### config.mk
export PLATFORM = sky130hd
export DESIGN_NAME = jk_excitation_driver
export DESIGN_NICKNAME = d
export VERILOG_FILES = /design/src/rtl/jk_pkg.sv /design/src/rtl/jk_excitation.sv /design/src/rtl/jk_excitation_driver.sv
export SDC_FILE = /design/constraint.sdc
export NUM_CORES = 1
export LEC_CHECK = 0
export CAP_MARGIN = 20
export CORE_UTILIZATION = 53
export CTS_CLUSTER_DIAMETER = 60
export DETAILED_ROUTE_END_ITERATION = 10
export GPL_TIMING_DRIVEN = 0
export PLACE_DENSITY = 0.83
export SLEW_MARGIN = 0
export SYNTH_ARGS = -nofsm -noshare
export SYNTH_HDL_FRONTEND = slang
export SYNTH_HIERARCHICAL = 1
export SYNTH_SLANG_ARGS = --single-unit
### constraint.sdc
create_clock -name clk -period 4.9 [get_ports clk]
set_input_delay 0.98 -clock clk [delete_from_list [all_inputs] [get_ports clk]]
set_output_delay 0.98 -clock clk [all_outputs]
set_load 0.02 [all_outputs]
### src/rtl/jk_pkg.sv
// Shared definitions for JK-flop excitation logic.
//   - FSM state encodings for the excitation driver.
//   - Excitation table: for each {present Q, target Q} pair, the required
//     J and K terms, each being 0, 1 or don't-care.
//   - resolve_term: turns a table term into a concrete bit, given the value
//     to use for don't-care.
package jk_pkg;

   localparam logic [1:0] ST_IDLE  = 2'b00;
   localparam logic [1:0] ST_DRIVE = 2'b01;
   localparam logic [1:0] ST_CHECK = 2'b10;

   // Excitation term codes
   localparam logic [1:0] EX_0 = 2'b00;
   localparam logic [1:0] EX_1 = 2'b01;
   localparam logic [1:0] EX_X = 2'b10;

   // Tables indexed by {q, target}; 2 bits per entry, entry 0 in the LSBs.
   //   idx 0: 0->0  J=0 K=X
   //   idx 1: 0->1  J=1 K=X
   //   idx 2: 1->0  J=X K=1
   //   idx 3: 1->1  J=X K=0
   localparam logic [7:0] EXC_J_TBL = {EX_X, EX_X, EX_1, EX_0};
   localparam logic [7:0] EXC_K_TBL = {EX_0, EX_1, EX_X, EX_X};

   function automatic logic resolve_term(input logic [1:0] term, input logic dc_val);
      logic res;
      case (term)
         EX_0:    res = 1'b0;
         EX_1:    res = 1'b1;
         default: res = dc_val;
      endcase
      return res;
   endfunction

endpackage

### src/rtl/jk_excitation.sv
// Pure combinational JK excitation mapping.
// Ports:
//   q    - present state of the flop
//   tgt  - desired next state
//   j, k - excitation inputs that move q to tgt (don't-care terms = DC_VAL)
import jk_pkg::*;

module jk_excitation #(
   parameter logic DC_VAL = 1'b0
) (
   input  logic q,
   input  logic tgt,
   output logic j,
   output logic k
);

   logic [2:0] base;

   // Each table entry is 2 bits wide, so the bit offset is {q,tgt}*2.
   assign base = {q, tgt, 1'b0};

   assign j = resolve_term(EXC_J_TBL[base +: 2], DC_VAL);
   assign k = resolve_term(EXC_K_TBL[base +: 2], DC_VAL);

endmodule

### src/rtl/jk_excitation_driver.sv
// Closed-loop driver for an external JK flip-flop.
// Accepts target bits over valid/ready, drives the J/K excitation that moves
// the flop's present Q to the target for exactly one clock, then checks the
// flop's new Q and counts completed checks and mismatches.
// Ports:
//   clk, reset         - clock, asynchronous active-high reset
//   clr                - synchronous clear of both counters (FSM unaffected)
//   tgt_valid/tgt_bit  - offered target bit
//   tgt_ready          - high in IDLE (and not in reset)
//   q_in               - Q of the driven flop
//   J, K               - registered excitation to the flop
//   busy               - high in DRIVE and CHECK
//   mismatch           - one-cycle pulse after a failed check
//   err_cnt, step_cnt  - saturating mismatch / completed-check counters
import jk_pkg::*;

module jk_excitation_driver #(
   parameter int   CNT_W  = 8,
   parameter logic DC_VAL = 1'b0
) (
   input  logic             clk,
   input  logic             reset,
   input  logic             clr,
   input  logic             tgt_valid,
   input  logic             tgt_bit,
   output logic             tgt_ready,
   input  logic             q_in,
   output logic             J,
   output logic             K,
   output logic             busy,
   output logic             mismatch,
   output logic [CNT_W-1:0] err_cnt,
   output logic [CNT_W-1:0] step_cnt
);

   localparam logic [CNT_W-1:0] CNT_MAX = '1;
   localparam logic [CNT_W-1:0] CNT_ONE = {{(CNT_W-1){1'b0}}, 1'b1};

   logic [1:0] state;
   logic       tgt_latched;
   logic       j_exc;
   logic       k_exc;
   logic       accept;
   logic       check_now;
   logic       miss;

   jk_excitation #(.DC_VAL(DC_VAL)) u_exc (
      .q   (q_in),
      .tgt (tgt_bit),
      .j   (j_exc),
      .k   (k_exc)
   );

   // Ready is gated by reset so nothing appears accepted while reset is held.
   assign tgt_ready = (state == ST_IDLE) && !reset;
   assign busy      = (state == ST_DRIVE) || (state == ST_CHECK);
   assign accept    = tgt_valid && tgt_ready;
   assign check_now = (state == ST_CHECK);
   assign miss      = check_now && (q_in != tgt_latched);

   always_ff @(posedge clk or posedge reset) begin
      if (reset) begin
         state       <= ST_IDLE;
         J           <= 1'b0;
         K           <= 1'b0;
         tgt_latched <= 1'b0;
         mismatch    <= 1'b0;
      end else begin
         // J/K are only non-zero for the single DRIVE cycle.
         J        <= 1'b0;
         K        <= 1'b0;
         mismatch <= miss;
         case (state)
            ST_IDLE: begin
               if (accept) begin
                  J           <= j_exc;
                  K           <= k_exc;
                  tgt_latched <= tgt_bit;
                  state       <= ST_DRIVE;
               end
            end
            ST_DRIVE: state <= ST_CHECK;
            ST_CHECK: state <= ST_IDLE;
            default:  state <= ST_IDLE;
         endcase
      end
   end

   // clr takes priority over any coincident increment.
   always_ff @(posedge clk or posedge reset) begin
      if (reset) begin
         step_cnt <= '0;
         err_cnt  <= '0;
      end else if (clr) begin
         step_cnt <= '0;
         err_cnt  <= '0;
      end else begin
         if (check_now && (step_cnt != CNT_MAX))
            step_cnt <= step_cnt + CNT_ONE;
         if (miss && (err_cnt != CNT_MAX))
            err_cnt <= err_cnt + CNT_ONE;
      end
   end

endmodule
==> out/metrics.cfg, run 1 <==
[global_routing]
grt_pass1_vias = 965
grt_use_total = 0.220
grt_max_degree = 23
grt_antenna_before_repair = 0
grt_first_pass_wirelength_mm = 4.13
grt_remaining_overflow = 0

[clock_tree]
cts_hold_buf = 0
insertion_delay_ns = 0.32
clkSinkCount = 22
cts_setup_buffers = 0
cts_buffers = 3
cts_root_buffer = clkbuf_4
cts_max_level = 1
cts_resized = 0
cts_tree = built
clk_pin_slew_ns = 0.12
cts_buffer_depth = 2

[power_and_ir_drop]
seqPwrFrac = 0.415
power_frac_comb = 0.312
p_per_area_nw_per_um2 = 335
p_sw_frac = 0.323
p_leak_nw = 0.672
internal-power_mw = 0.356
p_sw_mw = 0.170
vdd_drop_max_v = 0.000380
pwr-share-clk = 0.273

[timing]
whs_ns = 0.525
clock_skew_ns = 0.00910
fin_tns_setup_ns = 0
finalHoldViolCount = 0
worst_slack_ns = 1.63
rsz0062_at_grt = no
tightest_slew_ns = 0.824
fmax_mhz = 306
setup_viol = 0
fin_crit_ns = 3.27
finalMaxSlewViolations = 0
period_share = 0.667
max_slew_margin = 0.450

[yosys]
syn_nets = 132
ys_ff_latch = 22
synthCells = 121
synth_top_area_frac = 0.450
ys_types = 33
yosys_warnings = 6
synth_area_um2 = 1220
yosysSeqAreaShare = 0.450
yosysTopAreaCell = dfrtp_1
synth_enable_flop_cells = 0
synthTopCellsByArea = dfrtp_1, ha_1, a31oi_1, mux2_1, a211oi_1
synthArstFlopShare = 1.00
synth_area_per_cell_um2 = 10.1
synth_ff_type = dfrtp_1

[finish]
ff_latch_area_um2 = 551
drive_above_1_share = 0.0728
n_fill_cell = 172
final_cell_mix = clkdlybuf4s50_1, dfrtp_1, a31oi_1
postLayoutCellArea_um2 = 1570
antenna_cells = 0
final_common_cell = clkdlybuf4s50_1
multi_input_area_um2 = 622
syn2layout_area_growth_pct = 28.4
final_nets = 163

[setup_path]
slowest_delay_ns = 0.65
r2r-end = err_cnt[0]$_DFFE_PP0P_
path_cells = clkdlybuf4s50_1 > nor2b_1 > clkdlybuf4s50_1
crit_top_cell = clkdlybuf4s50_1
critPathSlowestCell = clkdlybuf4s50_1
cp_data_required_time_ns = 3.92
crit_fanout = 4
rr_startpoint = err_cnt[0]$_DFFE_PP0P_
crit_family = buffers and inverters
reg2reg_slack_ns = 3.18
arrival_ns = 2.29
path_class = in2out
crit_cells = 3
ff2ff_path_depth = 4
cp_num_buf_inv = 2
worstSetupStartpointType = input pin
end_kind = primary output

[floorplanning]
fp.dieW_um = 50.1
die-area_um2 = 2510
dieHeight_um = 50.1
start_util = 0.559
ios = 27
coreArea_um2 = 2190
fp-row-count = 17

[drt]
drtIter0Drc = 29
drtAntennaViolNets = 0
vias = 1034
first_pass_iters = 4
drc = 0
wl_mm = 2.44
wl_per_cell_um = 13.6
via_per_inst = 5.78

[placement]
dpl_cell_area_um2 = 1520
dpl.hpwl_mm = 1.79
dp_slack_ns = 1.63
place.gp.congestion = 0.893
portBuffers = 26

[min_path]
worstHoldPathType = reg2reg
hold_path_end = state[1]$_DFFE_PP0P_
min_from = state[1]$_DFFE_PP0P_
hold_depth = 1

[run]
maxCapViolations = 0

[run_status]
status = complete, no violations

-- layer usage --
layer  GRT usage  vias up  wire length [um]
met5           0        -                 0
met4       0.133        0                55
met3      0.0278        7               117
met2       0.344       35              1170
met1       0.287      488              1090
li1            -      504                 -
-- synth_stat cells, types with 2 or more instances --
cell type / number
ha_1: 5
a31oi_1: 9
and4_1: 3
mux2_1: 5
nand2b_1: 5
a311oi_1: 3
nand2_1: 4
nor3_1: 5
and3_1: 7
a21oi_1: 3
clkbuf_1: 2
nand4_1: 2
mux2i_1: 2
nand3_1: 2
inv_1: 8
a211oi_1: 6
buf_2: 2
dfrtp_1: 22
nor2b_1: 5
nor2_1: 8
-- worst reg2reg max path: stages (launching register included) --
cell      delay (ns)
dfrtp_1         0.46
ha_1            0.31
and3_1          0.22
a211oi_2        0.29
mux2_1          0.35
-- cells by family (layout without fill, tap and decap cells) --
kind of cell    after synthesis  after routing  synth area share
xor+xnor                      2              2            0.0143
buf+inv                      13             43            0.0419
compound gates               25             25             0.152
mux                           7              7            0.0624
fa+ha+maj                     5              5            0.0511
flops                        22             22             0.450
simple gates                 47             47             0.228
-- power by group through the flow --
stage	Combinational (mW)	Clock, mW	Sequential, mW
floorplan	0.0963	0	0.230
detailed placement	0.166	0	0.222
CTS	0.167	0.146	0.219
finish	0.164	0.144	0.219
global route	0.180	0.151	0.222
global placement	0.159	0	0.221
-- flip-flops by register name (all words and copies together) (netlist names) --
name and cells:
J 1, K 1, err_cnt 8, mismatch 1
state 2, step_cnt 8, tgt_latched 1
-- final cells by class --
type | instances | area share
Buffer | 4 | 0.0111
Clock buffer | 3 | 0.0143
Clock inverter | 1 | 0.0191
Inverter | 9 | 0.0215
Multi-Input combinational cell | 86 | 0.396
Sequential cell | 22 | 0.350
Tap cell | 28 | 0.0223
Timing Repair Buffer | 26 | 0.166
-- worst max-delay path by stage --
stage,endpoint,slack (ns),from
6_report,tgt_ready,1.63,reset
5_1_grt,tgt_ready,1.54,reset
4_1_cts,tgt_ready,1.62,reset
3_5_place_dp,tgt_ready,1.63,reset
3_3_place_gp,tgt_ready,1.66,reset
2_1_floorplan,tgt_ready,2.56,reset
-- through the flow --
step | power [mW] | std cells | util
6_report | 0.527 | 179 | 0.717
5_1_grt | 0.553 | 179 | 0.717
4_1_cts | 0.532 | 179 | 0.717
3_5_place_dp | 0.389 | 175 | 0.693
3_3_place_gp | 0.380 | 175 | 0.693
2_1_floorplan | 0.327 | 121 | -
Note: power is estimated with default switching activity, not from simulation.
==> run 2, diff against run 1 <==
CORE_UTILIZATION = 49   (was 53)
PLACE_DENSITY = 0.78   (was 0.83)
clock period = 3.2 ns   (was 4.9 ns; I/O delays follow)
==> out/metrics.cfg, run 2 (synthesis gave the netlist of run 1 again) <==
[min_path]
hold_path_end = state[1]$_DFFE_PP0P_
worstHoldPathType = reg2reg
hold_depth = 1
min_from = state[1]$_DFFE_PP0P_

[floorplanning]
fp.dieW_um = 52.0
dieHeight_um = 52.0
coreArea_um2 = 2280
start_util = 0.538
die-area_um2 = 2700
fp-row-count = 17
ios = 27

[timing]
clock_skew_ns = 0.00985
setup_viol = 0
worst_slack_ns = 0.620
fin_crit_ns = 2.58
fin_tns_setup_ns = 0
finalMaxSlewViolations = 0
finalHoldViolCount = 0
fmax_mhz = 388
tightest_slew_ns = 0.809
max_slew_margin = 0.460
period_share = 0.806
rsz0062_at_grt = no

[global_routing]
grt_max_degree = 23
grt_first_pass_wirelength_mm = 4.20
grt_remaining_overflow = 0
grt_use_total = 0.207
grt_pass1_vias = 984
grt_antenna_before_repair = 0

[drt]
drtIter0Drc = 24
wl_per_cell_um = 13.9
drc = 0
first_pass_iters = 4
drtAntennaViolNets = 0
vias = 1046
wl_mm = 2.49
via_per_inst = 5.84

[setup_path]
rr_startpoint = state[0]$_DFFE_PP0P_
worstSetupStartpointType = input pin
arrival_ns = 1.94
cp_data_required_time_ns = 2.56
r2r-end = step_cnt[5]$_DFFE_PP0P_
end_kind = primary output
crit_fanout = 4
path_class = in2out
reg2reg_slack_ns = 1.46
ff2ff_path_depth = 5

[placement]
portBuffers = 26
dp_slack_ns = 0.617
place.gp.congestion = 0.802
dpl.hpwl_mm = 1.81
dpl_cell_area_um2 = 1520
dp.cells = 175

[clock_tree]
cts_setup_buffers = 0
cts_hold_buf = 0
cts_buffer_depth = 2
cts_root_buffer = clkbuf_4
cts_max_level = 1
cts_resized = 0
clk_pin_slew_ns = 0.13
insertion_delay_ns = 0.31
cts_tree = built
clkSinkCount = 22
cts_buffers = 3

[finish]
multi_input_area_um2 = 622
n_fill_cell = 183
antenna_cells = 0
final_common_cell = clkdlybuf4s50_1
postLayoutCellArea_um2 = 1560
largestRegisters = err_cnt: 8 flops, step_cnt: 8 flops, state: 2 flops
instances_no_fill = 179
ff_latch_area_um2 = 551
drive_above_1_share = 0.0728
final_cell_mix = clkdlybuf4s50_1, dfrtp_1, a31oi_1
syn2layout_area_growth_pct = 27.1
final_nets = 163
fin_util = 0.683

[power_and_ir_drop]
p_leak_nw = 0.665
vdd_drop_max_v = 0.000381
p_per_area_nw_per_um2 = 478

[run]
maxCapViolations = 0

[run_status]
status = complete, no violations

## run 2: how the worst max path moves through the flow
stage,slack [ns],endpoint,cells past startpoint,start
2_1_floorplan,1.51,err_cnt[0]$_DFFE_PP0P_,4,err_cnt[0]$_DFFE_PP0P_
3_3_place_gp,0.63,tgt_ready,3,reset
3_5_place_dp,0.62,tgt_ready,3,reset
4_1_cts,0.60,tgt_ready,3,reset
5_1_grt,0.51,tgt_ready,3,reset
6_report,0.62,tgt_ready,3,reset
## run 2: cell type report
class | count | area share
timing repair buffer | 26 | 0.167
tap | 28 | 0.0225
sequential | 22 | 0.354
clock buffer | 4 | 0.0233
multi-input combinational | 86 | 0.400
inverter | 9 | 0.0217
buffer | 4 | 0.0113
## run 2: critical path, cell delays in order
cell	delay, ns
clkdlybuf4s50_1	0.43
nor2b_1	0.22
clkdlybuf4s50_1	0.65
## run 2: per-layer routing
metal  global-route usage  routed length [um]  up-vias
met4               0.0631                  19        0
li1                     -                   -      508
met1                0.273                1150      506
met5                    0                   0        -
met2                0.342                1210       28
met3               0.0380                 104        4
## run 2: per-stage QoR
step                      total power [mW]  hold WS, ns
after CTS                            0.752        0.544
after detailed placement             0.595        0.513
final                                0.744        0.542
after floorplan                      0.500        0.485
after global placement               0.582        0.496
after global routing                 0.789        0.572
## run 2: report_power, final
| part | internal (mW) | leakage (nW) | switching (mW) |
|---|---|---|---|
| Sequential | 0.307 | 0.302 | 0.0276 |
| Combinational | 0.112 | 0.342 | 0.142 |
| Clock | 0.0694 | 0.0210 | 0.0861 |
| Total | 0.488 | 0.665 | 0.256 |
